**config.mk**
```make
export PLATFORM = sky130hd
export DESIGN_NAME = sdram_rom_readback
export DESIGN_NICKNAME = d
export VERILOG_FILES = /design/src/rtl/sdram_rom_readback.sv
export SDC_FILE = /design/constraint.sdc
export NUM_CORES = 1
export LEC_CHECK = 0
export ABC_AREA = 1
export BUFFER_PORTS_ARGS = -buffer_cell sky130_fd_sc_hd__buf_2
export CORE_ASPECT_RATIO = 0.5
export CORE_UTILIZATION = 54
export CTS_CLUSTER_SIZE = 24
export DETAILED_ROUTE_END_ITERATION = 10
export GPL_TIMING_DRIVEN = 0
export PLACE_DENSITY = 0.89
export SYNTH_ARGS = -nofsm -noshare
export SYNTH_HDL_FRONTEND = slang
export SYNTH_SLANG_ARGS = --single-unit
```
**constraint.sdc**
```tcl
create_clock -name clk_sys -period 2.95 [get_ports clk_sys]
set_clock_uncertainty 0.05 [all_clocks]
set_input_delay 0.295 -clock clk_sys [delete_from_list [all_inputs] [get_ports clk_sys]]
set_output_delay 0.295 -clock clk_sys [all_outputs]
set_load 0.1 [all_outputs]
```
**src/rtl/sdram_rom_readback.sv**
```systemverilog
// Reads back a ROM image from SDRAM over the toggle req/ack port, accumulating
// a 16-bit byte checksum and word count, with a per-read timeout.
module sdram_rom_readback #(
  parameter int AW          = 23,
  parameter int LW          = 20,
  parameter int SYNC_STAGES = 2,
  parameter int TIMEOUT     = 1023
) (
  input  logic          clk_sys,
  input  logic          reset_n,
  input  logic          start,
  input  logic [AW-1:0] base_addr,
  input  logic [LW-1:0] len_words,
  output logic          port_req,
  input  logic          port_ack,
  output logic [AW-1:0] port_a,
  output logic [1:0]    port_ds,
  output logic          port_we,
  input  logic [15:0]   port_q,
  output logic          busy,
  output logic          done,
  output logic [15:0]   sum,
  output logic [LW-1:0] words_read,
  output logic          err_timeout
);
  localparam int TW = $clog2(TIMEOUT + 1);

  typedef enum logic [2:0] {IDLE, DRAIN, REQ, WAIT, ACC, FIN} state_t;
  state_t state, state_nxt;

  logic [SYNC_STAGES-1:0] ack_sync;
  logic                   ack_s, ack_eq, tmo_hit, last_word;
  logic [AW-1:0]          addr;
  logic [LW-1:0]          len_lat;
  logic [15:0]            q_lat;
  logic [8:0]             byte_sum;
  logic [TW-1:0]          tmo_cnt;

  assign port_ds   = 2'b11;
  assign port_we   = 1'b0;
  assign ack_s     = ack_sync[SYNC_STAGES-1];
  assign ack_eq    = (ack_s == port_req);
  assign tmo_hit   = (tmo_cnt == TW'(TIMEOUT));
  assign last_word = ((words_read + LW'(1)) == len_lat);
  assign byte_sum  = {1'b0, q_lat[15:8]} + {1'b0, q_lat[7:0]};

  always_comb begin
    state_nxt = state;
    case (state)
      IDLE:  if (start) state_nxt = (len_words == '0) ? FIN : DRAIN;
      // A transfer left outstanding by a reset must complete before we reuse the port.
      DRAIN: if (ack_eq) state_nxt = REQ;
             else if (tmo_hit) state_nxt = FIN;
      REQ:   state_nxt = WAIT;
      WAIT:  if (ack_eq) state_nxt = ACC;
             else if (tmo_hit) state_nxt = FIN;
      ACC:   state_nxt = last_word ? FIN : REQ;
      FIN:   state_nxt = IDLE;
      default: state_nxt = IDLE;
    endcase
  end

  always_ff @(posedge clk_sys or negedge reset_n) begin
    if (!reset_n) begin
      state       <= IDLE;
      ack_sync    <= '0;
      port_req    <= 1'b0;
      port_a      <= '0;
      busy        <= 1'b0;
      done        <= 1'b0;
      sum         <= '0;
      words_read  <= '0;
      err_timeout <= 1'b0;
      addr        <= '0;
      len_lat     <= '0;
      q_lat       <= '0;
      tmo_cnt     <= '0;
    end else begin
      ack_sync[0] <= port_ack;
      for (int i = 1; i < SYNC_STAGES; i++) ack_sync[i] <= ack_sync[i-1];
      state <= state_nxt;
      busy  <= (state_nxt != IDLE);
      done  <= (state == FIN);
      case (state)
        IDLE: if (start) begin
          addr        <= base_addr;
          len_lat     <= len_words;
          sum         <= '0;
          words_read  <= '0;
          err_timeout <= 1'b0;
          tmo_cnt     <= '0;
        end
        DRAIN: begin
          tmo_cnt <= tmo_cnt + TW'(1);
          if (!ack_eq && tmo_hit) err_timeout <= 1'b1;
        end
        REQ: begin
          port_a   <= addr;
          port_req <= ~port_req;
          tmo_cnt  <= '0;
        end
        WAIT: begin
          if (ack_eq) q_lat <= port_q;
          else begin
            tmo_cnt <= tmo_cnt + TW'(1);
            if (tmo_hit) err_timeout <= 1'b1;
          end
        end
        ACC: begin
          sum        <= sum + {7'd0, byte_sum};
          words_read <= words_read + LW'(1);
          addr       <= addr + AW'(1);
        end
        default: ;
      endcase
    end
  end
endmodule

```
==> results of run 1 <==
## worst max-delay path by stage
stage	startpoint	endpoint	slack (ns)	depth (start not counted)
floorplan	sum[2]	sum[15]	0.01	13
global placement	reset_n	sum[3]	-0.55	1
detailed placement	sum[1]	sum[15]	0.27	14
CTS	sum[1]	sum[15]	0.15	14
global route	sum[1]	sum[15]	0.03	14
finish	sum[1]	sum[15]	0.18	14
## critical path, delay by kind of cell (launching register included)
| kind | cells | cell delay [ns] |
|---|---|---|
| AOI/OAI and AO/OA | 3 | 0.39 |
| adders and majority gates | 3 | 1.15 |
| buffers and inverters | 1 | 0.04 |
| DFF | 1 | 0.43 |
| and+or+nand+nor | 7 | 0.60 |
## kinds of logic (layout without fill, tap and decap cells)
logic type / Yosys count / in the layout / share of synthesized area (%)
and+or+nand+nor: 502 / 502 / 29.0
AOI/OAI and AO/OA: 155 / 155 / 12.0
buffers and inverters: 141 / 302 / 7.44
DFF: 137 / 137 / 45.7
adders and majority gates: 20 / 20 / 4.24
xor gates and xnor gates: 13 / 13 / 1.52
other: 2 / 3 / 0.100
## metal layers
layer	track usage, %	up-vias	part of all wire, %
met5	0	-	0
li1	-	3470	-
met3	6.62	65	9.2
met1	42.3	3555	42
met2	48.3	418	45
met4	13.8	0	3.1
## layout by cell type (no fill, tap or decap), drive strengths merged, types with 2 or more instances in the layout
cell / count
nor4: 5
buf: 136
bufinv: 2
xor2: 13
or2: 2
ha: 11
nand2: 311
o21ai: 75
o221ai: 7
inv: 116
a22o: 3
a21oi: 30
dfrtp: 137
o22ai: 21
conb: 3
nand3: 64
clkbuf: 38
dlygate4sd3: 2
nand3b: 4
nor2: 73
clkinv: 6
a31oi: 3
clkinvlp: 2
fa: 9
nand4: 15
nor3: 25
o211ai: 9
## power breakdown
| part | leakage, nW | internal [mW] | total (mW) | switching (mW) |
|---|---|---|---|---|
| sequential | 1.75 | 2.56 | 3.10 | 0.542 |
| clock | 0.295 | 1.31 | 2.23 | 0.915 |
| combinational | 2.54 | 1.29 | 5.29 | 3.99 |
## cell usage after synthesis (all sizes together)
library cell / count / area (um^2)
o211ai: 9 / 67.6
nor3b: 1 / 7.51
nor4: 5 / 31.3
ha: 11 / 138
nand4: 15 / 100
a21o: 1 / 7.51
nor3: 25 / 125
o22ai: 21 / 131
a21oi: 30 / 154
a31oi: 3 / 18.8
clkinv: 4 / 15.0
conb: 2 / 7.51
o21ai: 75 / 387
o221ai: 7 / 61.3
nand3b: 4 / 30.0
dfrtp: 137 / 3430
nor2: 73 / 335
a41oi: 1 / 8.76
a311oi: 1 / 8.76
o21a: 1 / 7.51
nand2: 311 / 1190
o31ai: 1 / 7.51
a22o: 3 / 26.3
and3: 1 / 6.26
clkbuf: 19 / 71.3
or2: 2 / 12.5
xor2: 13 / 114
a211oi: 1 / 7.51
and2: 1 / 6.26
inv: 109 / 409
nand3: 64 / 330
o21bai: 1 / 7.51
fa: 9 / 180
buf: 9 / 62.6
## what timing repair did
action	CTS	global route
hold endpoints to repair	35	0
hold buffers	2	0
resized for setup	0	2
buffers inserted	0	1
endpoints found under the setup margin	0	1
## state kept, by name, indices dropped and copies added (netlist names)
signal	cells
q_lat	16
done	1
ack_sync	2
sum	16
busy	1
words_read	20
addr	23
port_a	23
err_timeout	1
port_req	1
len_lat	20
state	3
tmo_cnt	10
## area by class of cell
class | instances | share of cell area [%]
plain buffers | 28 | 1.48
clock buffers | 19 | 5.01
clock inverters | 13 | 1.71
inverters | 113 | 4.69
multi-input cells | 693 | 38.9
flip-flops and latches | 137 | 37.9
well taps | 192 | 2.66
repair buffers | 129 | 7.59
## per-stage QoR
stage | power [mW] | std cells | area, um^2 | hold WS, ns | setup TNS, ns
CTS | 10.5 | 1323 | 9030 | 0.0131 | 0
floorplan | 7.02 | 971 | 7500 | -0.0506 | 0
global route | 11.2 | 1324 | 9050 | 0.0180 | 0
finish | 10.6 | 1324 | 9050 | 0.0204 | 0
global placement | 7.99 | 1288 | 8370 | 0.286 | -41.05
detailed placement | 8.19 | 1289 | 8400 | 0.161 | 0
==> out/qor.txt, run 1 <==
Status: finished, final reports clean
End of the worst register-to-register path: sum[15]
FILL cells: 1083
Final setup fails: 0
Core Util, Final: 66.8%
Worst r2r src: sum[1]
Crit path max fanout: 3
Crit end category: flop
CTS tree: built
Hold depth: 3
Pins Over Slew Limit: 0
Share of layout cells above drive strength 1: 17.3%
CP peak stage delay: 0.53 ns
Slowest cell on crit path: fa_1
Slew margin rel.: 42.8%
Placeable Area: 13600 um^2
DPL Wire Length: 15200 um
Port buffer count: 125
Vias: 7508
Most frequent CP cell: nand2_1
Worst skew pair latency: 0.43 ns
Nets: 1202
Iter 0 DRT Violations: 728
Largest net degree at the start of global routing: 104
Initial antenna violation count: 0
Avg Inst Size Synth: 7.73 um^2
RSZ-0062 raised after global routing: false
Post-Syn Area: 7500 um^2
R2r worst-path depth: 14
Layout area overhead: 20.7%
Hold_sp: port_q[11]
Register area share after synthesis: 45.7%
Vias in the first global route: 6999
Clock buffer depth: 2
# clock sinks: 137
Kind of critical path: flop to flop
I/O pin total: 129
Ant. Diodes: 0
CTS H-tree depth: 4
Final hold vios: 0
Minimum clock period: 2.77 ns
1st-pass router iterations: 6
Hold EP: q_lat[11]
Clock buffer count from CTS: 17
Max cap viols: 0
GR Overflow Total: 0
Root Buffer: clkbuf_16
Post-route ant nets: 0
DIE WIDTH: 169 um
DIE AREA: 14400 um^2
VDD IR-drop max: 0.513 mV
DRT Wirelength: 21700 um
Initial core utilization: 55.3%
Drt wl/cell: 16.4 um
Power per cell area: 1170 nW/um^2
Tot GR Track Use: 31.1%
Cell Chain, Critical Path: fa_1, ha_2, fa_1, nand2_1, nand2_1, nand2_1, nand2_1, nand2_1, o211ai_1, nand2_1, nor3_2, a21oi_1, a21o_1, inv_1
Post-place setup slack: 0.269 ns
R2R Setup Slk: 0.18 ns
Die Height: 85.3 um
Multi-input gate area: 3520 um^2
Mapped Cells: 970
Period utilisation layout: 94.0%
Avg Vias per Cell: 5.67
F_max: 361 MHz
Cell row count: 30
Post-synthesis cell type count: 48
Worst Path Required: 3.22 ns
Worst-path clk slew: 0.06 ns
Register bit total from synthesis: 137
RD Place Congestion: 0.912
Register area: 3430 um^2
Worst-Margin Slew: 0.850 ns
Leak pwr: 4.58 nW
First-pass GRT wire length: 34900 um
# DRC: 0
Critical Path AT: 3.04 ns
Worst Setup Start Kind: flop
Yosys warns: 0
Tightest Hold Check Type: input port to flop
Final WS setup: 0.177 ns
No activity file was read; power rests on OpenSTA's default activity.
==> run 2: changes to the inputs <==
--- a/config.mk
+++ b/config.mk
@@ -7,12 +7,14 @@
 export LEC_CHECK = 0
 export ABC_AREA = 1
 export BUFFER_PORTS_ARGS = -buffer_cell sky130_fd_sc_hd__buf_2
+export CELL_PAD_IN_SITES_DETAIL_PLACEMENT = 1
+export CELL_PAD_IN_SITES_GLOBAL_PLACEMENT = 2
 export CORE_ASPECT_RATIO = 0.5
-export CORE_UTILIZATION = 54
+export CORE_UTILIZATION = 33
 export CTS_CLUSTER_SIZE = 24
 export DETAILED_ROUTE_END_ITERATION = 10
 export GPL_TIMING_DRIVEN = 0
-export PLACE_DENSITY = 0.89
+export PLACE_DENSITY = 0.93
 export SYNTH_ARGS = -nofsm -noshare
 export SYNTH_HDL_FRONTEND = slang
 export SYNTH_SLANG_ARGS = --single-unit
==> out/qor.txt, run 2 (same netlist as run 1, synthesis figures left out) <==
Initial core utilization: 34.1%
Cell Int Power: 5.14 mW
Final setup fails: 0
Period utilisation layout: 95.6%
Combinational share of power: 49.8%
RD Place Congestion: 0.870
Final hold vios: 0
Avg Vias per Cell: 5.08
First-pass GRT wire length: 40800 um
Die Height: 109 um
# DRC: 0
Most frequent cells in the layout: 305 x nand2_1, 135 x dfrtp_1, 126 x buf_2
Tot GR Track Use: 22.9%
Register area: 3430 um^2
1st-pass router iterations: 4
Flop pwr share: 29.1%
Layout area overhead: 22.7%
Top flop regs: addr: 23 flops, port_a: 23 flops
F_max: 355 MHz
DIE AREA: 23400 um^2
End of the worst register-to-register path: sum[11]
Worst setup path start: sum[1]
CTS H-tree depth: 4
R2r worst-path depth: 13
Clock buffer count from CTS: 17
Hold EP: q_lat[10]
Tightest Hold Check Type: input port to flop
Placeable Area: 22000 um^2
Post-route ant nets: 0
Max cap viols: 0
Switch share: 51.9%
Slew margin rel.: 44.0%
Ant. Diodes: 0
DPL Wire Length: 19400 um
Kind of critical path: flop to flop
Crit path max fanout: 4
VDD IR-drop max: 0.516 mV
Hold_ws: 0.0140 ns
Most common cell after layout, fill and taps aside: nand2_1
Cell row count: 38
Largest net degree at the start of global routing: 83
DRT Wirelength: 25900 um
Worst r2r src: sum[1]
Port buffer count: 125
R2R Setup Slk: 0.13 ns
DIE WIDTH: 215 um
RSZ-0062 raised after global routing: false
Critical Path AT: 3.06 ns
Worst-Margin Slew: 0.840 ns
Vias: 7286
Hold_sp: port_q[10]
Iter 0 DRT Violations: 424
Nets: 1204
Drt wl/cell: 18.0 um
Share of layout cells above drive strength 1: 17.4%
Worst skew pair latency: 0.43 ns
Crit end category: flop
Clock share of power: 21.1%
Multi-input gate area: 3520 um^2
Worst-path clk slew: 0.07 ns
Root Buffer: clkbuf_16
CTS tree: built
Initial antenna violation count: 1
Final cell count without fillers: 1434
Worst Setup Start Kind: flop
Power per cell area: 1160 nW/um^2
Vias in the first global route: 7763
Net switching power: 5.55 mW
FILL cells: 2733
Worst Path Required: 3.19 ns
I/O pin total: 129
Pins Over Slew Limit: 0
# clock sinks: 137
Clock buffer depth: 2
Minimum clock period: 2.82 ns
Core Util, Final: 41.9%
DP Cell Count: 1397
GR Overflow Total: 0
Status: finished, final reports clean
Leak pwr: 4.60 nW
Hold depth: 3
-- run 2: what timing repair did --
item                                   4_1_cts  5_1_grt
setup buffers                                0        2
endpoints found under the hold margin       83        0
gates resized for setup                      0        2
hold buffers                                 3        0
setup endpoints to repair                    0        1
-- run 2: how the worst max path moves through the flow --
stage | depth (start not counted) | to | slack, ns
3_3_place_gp | 1 | sum[1] | -0.82
6_report | 13 | sum[11] | 0.13
4_1_cts | 14 | sum[15] | 0.11
5_1_grt | 14 | sum[15] | 0.005
2_1_floorplan | 13 | sum[15] | 0.01
3_5_place_dp | 14 | sum[15] | 0.15
-- run 2: power groups by stage --
stage / sequential (mW) / combinational, mW / clock (mW)
after floorplan: 4.64 / 2.38 / 0
final: 3.11 / 5.33 / 2.26
after global placement: 3.09 / 5.10 / 0
after detailed placement: 3.13 / 5.29 / 0
after global routing: 3.20 / 5.85 / 2.37
after CTS: 3.11 / 5.33 / 2.30
-- run 2: through the flow --
step	power (mW)	setup WS, ns	TNS [ns]	instance area (um^2)
after floorplan	7.02	0.0119	0	7500
after global placement	8.19	-0.822	-75.01	8510
after detailed placement	8.42	0.151	0	8540
after CTS	10.7	0.111	0	9180
after global routing	11.4	0.00454	0	9200
final	10.7	0.130	0	9200
-- run 2: critical path: stages (launching register included) --
cell and delay (ns):
dfrtp_2 0.43, fa_1 0.56, ha_1 0.21, fa_2 0.22, nand2_1 0.07, nand2_1 0.08
nand2_1 0.06, nand2_1 0.10, nand2_1 0.06, o211ai_1 0.18, nand2_1 0.20, buf_4 0.17
o211ai_1 0.17, o31ai_1 0.10
-- run 2: cell type report --
class	count	share of cell area (%)
Multi-Input combinational cell	693	38.3
Sequential cell	137	37.3
Timing Repair Buffer	131	7.66
Clock buffer	17	4.62
Inverter	113	4.61
Tap cell	300	4.08
Clock inverter	15	1.99
Buffer	28	1.46
-- run 2: layer usage --
layer / global-route usage [%] / wire length, um / vias to the layer above
li1: - / - / 3469
met1: 30.6 / 12400 / 3638
met2: 37.0 / 11900 / 133
met3: 4.44 / 920 / 46
met4: 8.71 / 649 / 0
met5: 0 / 0 / -
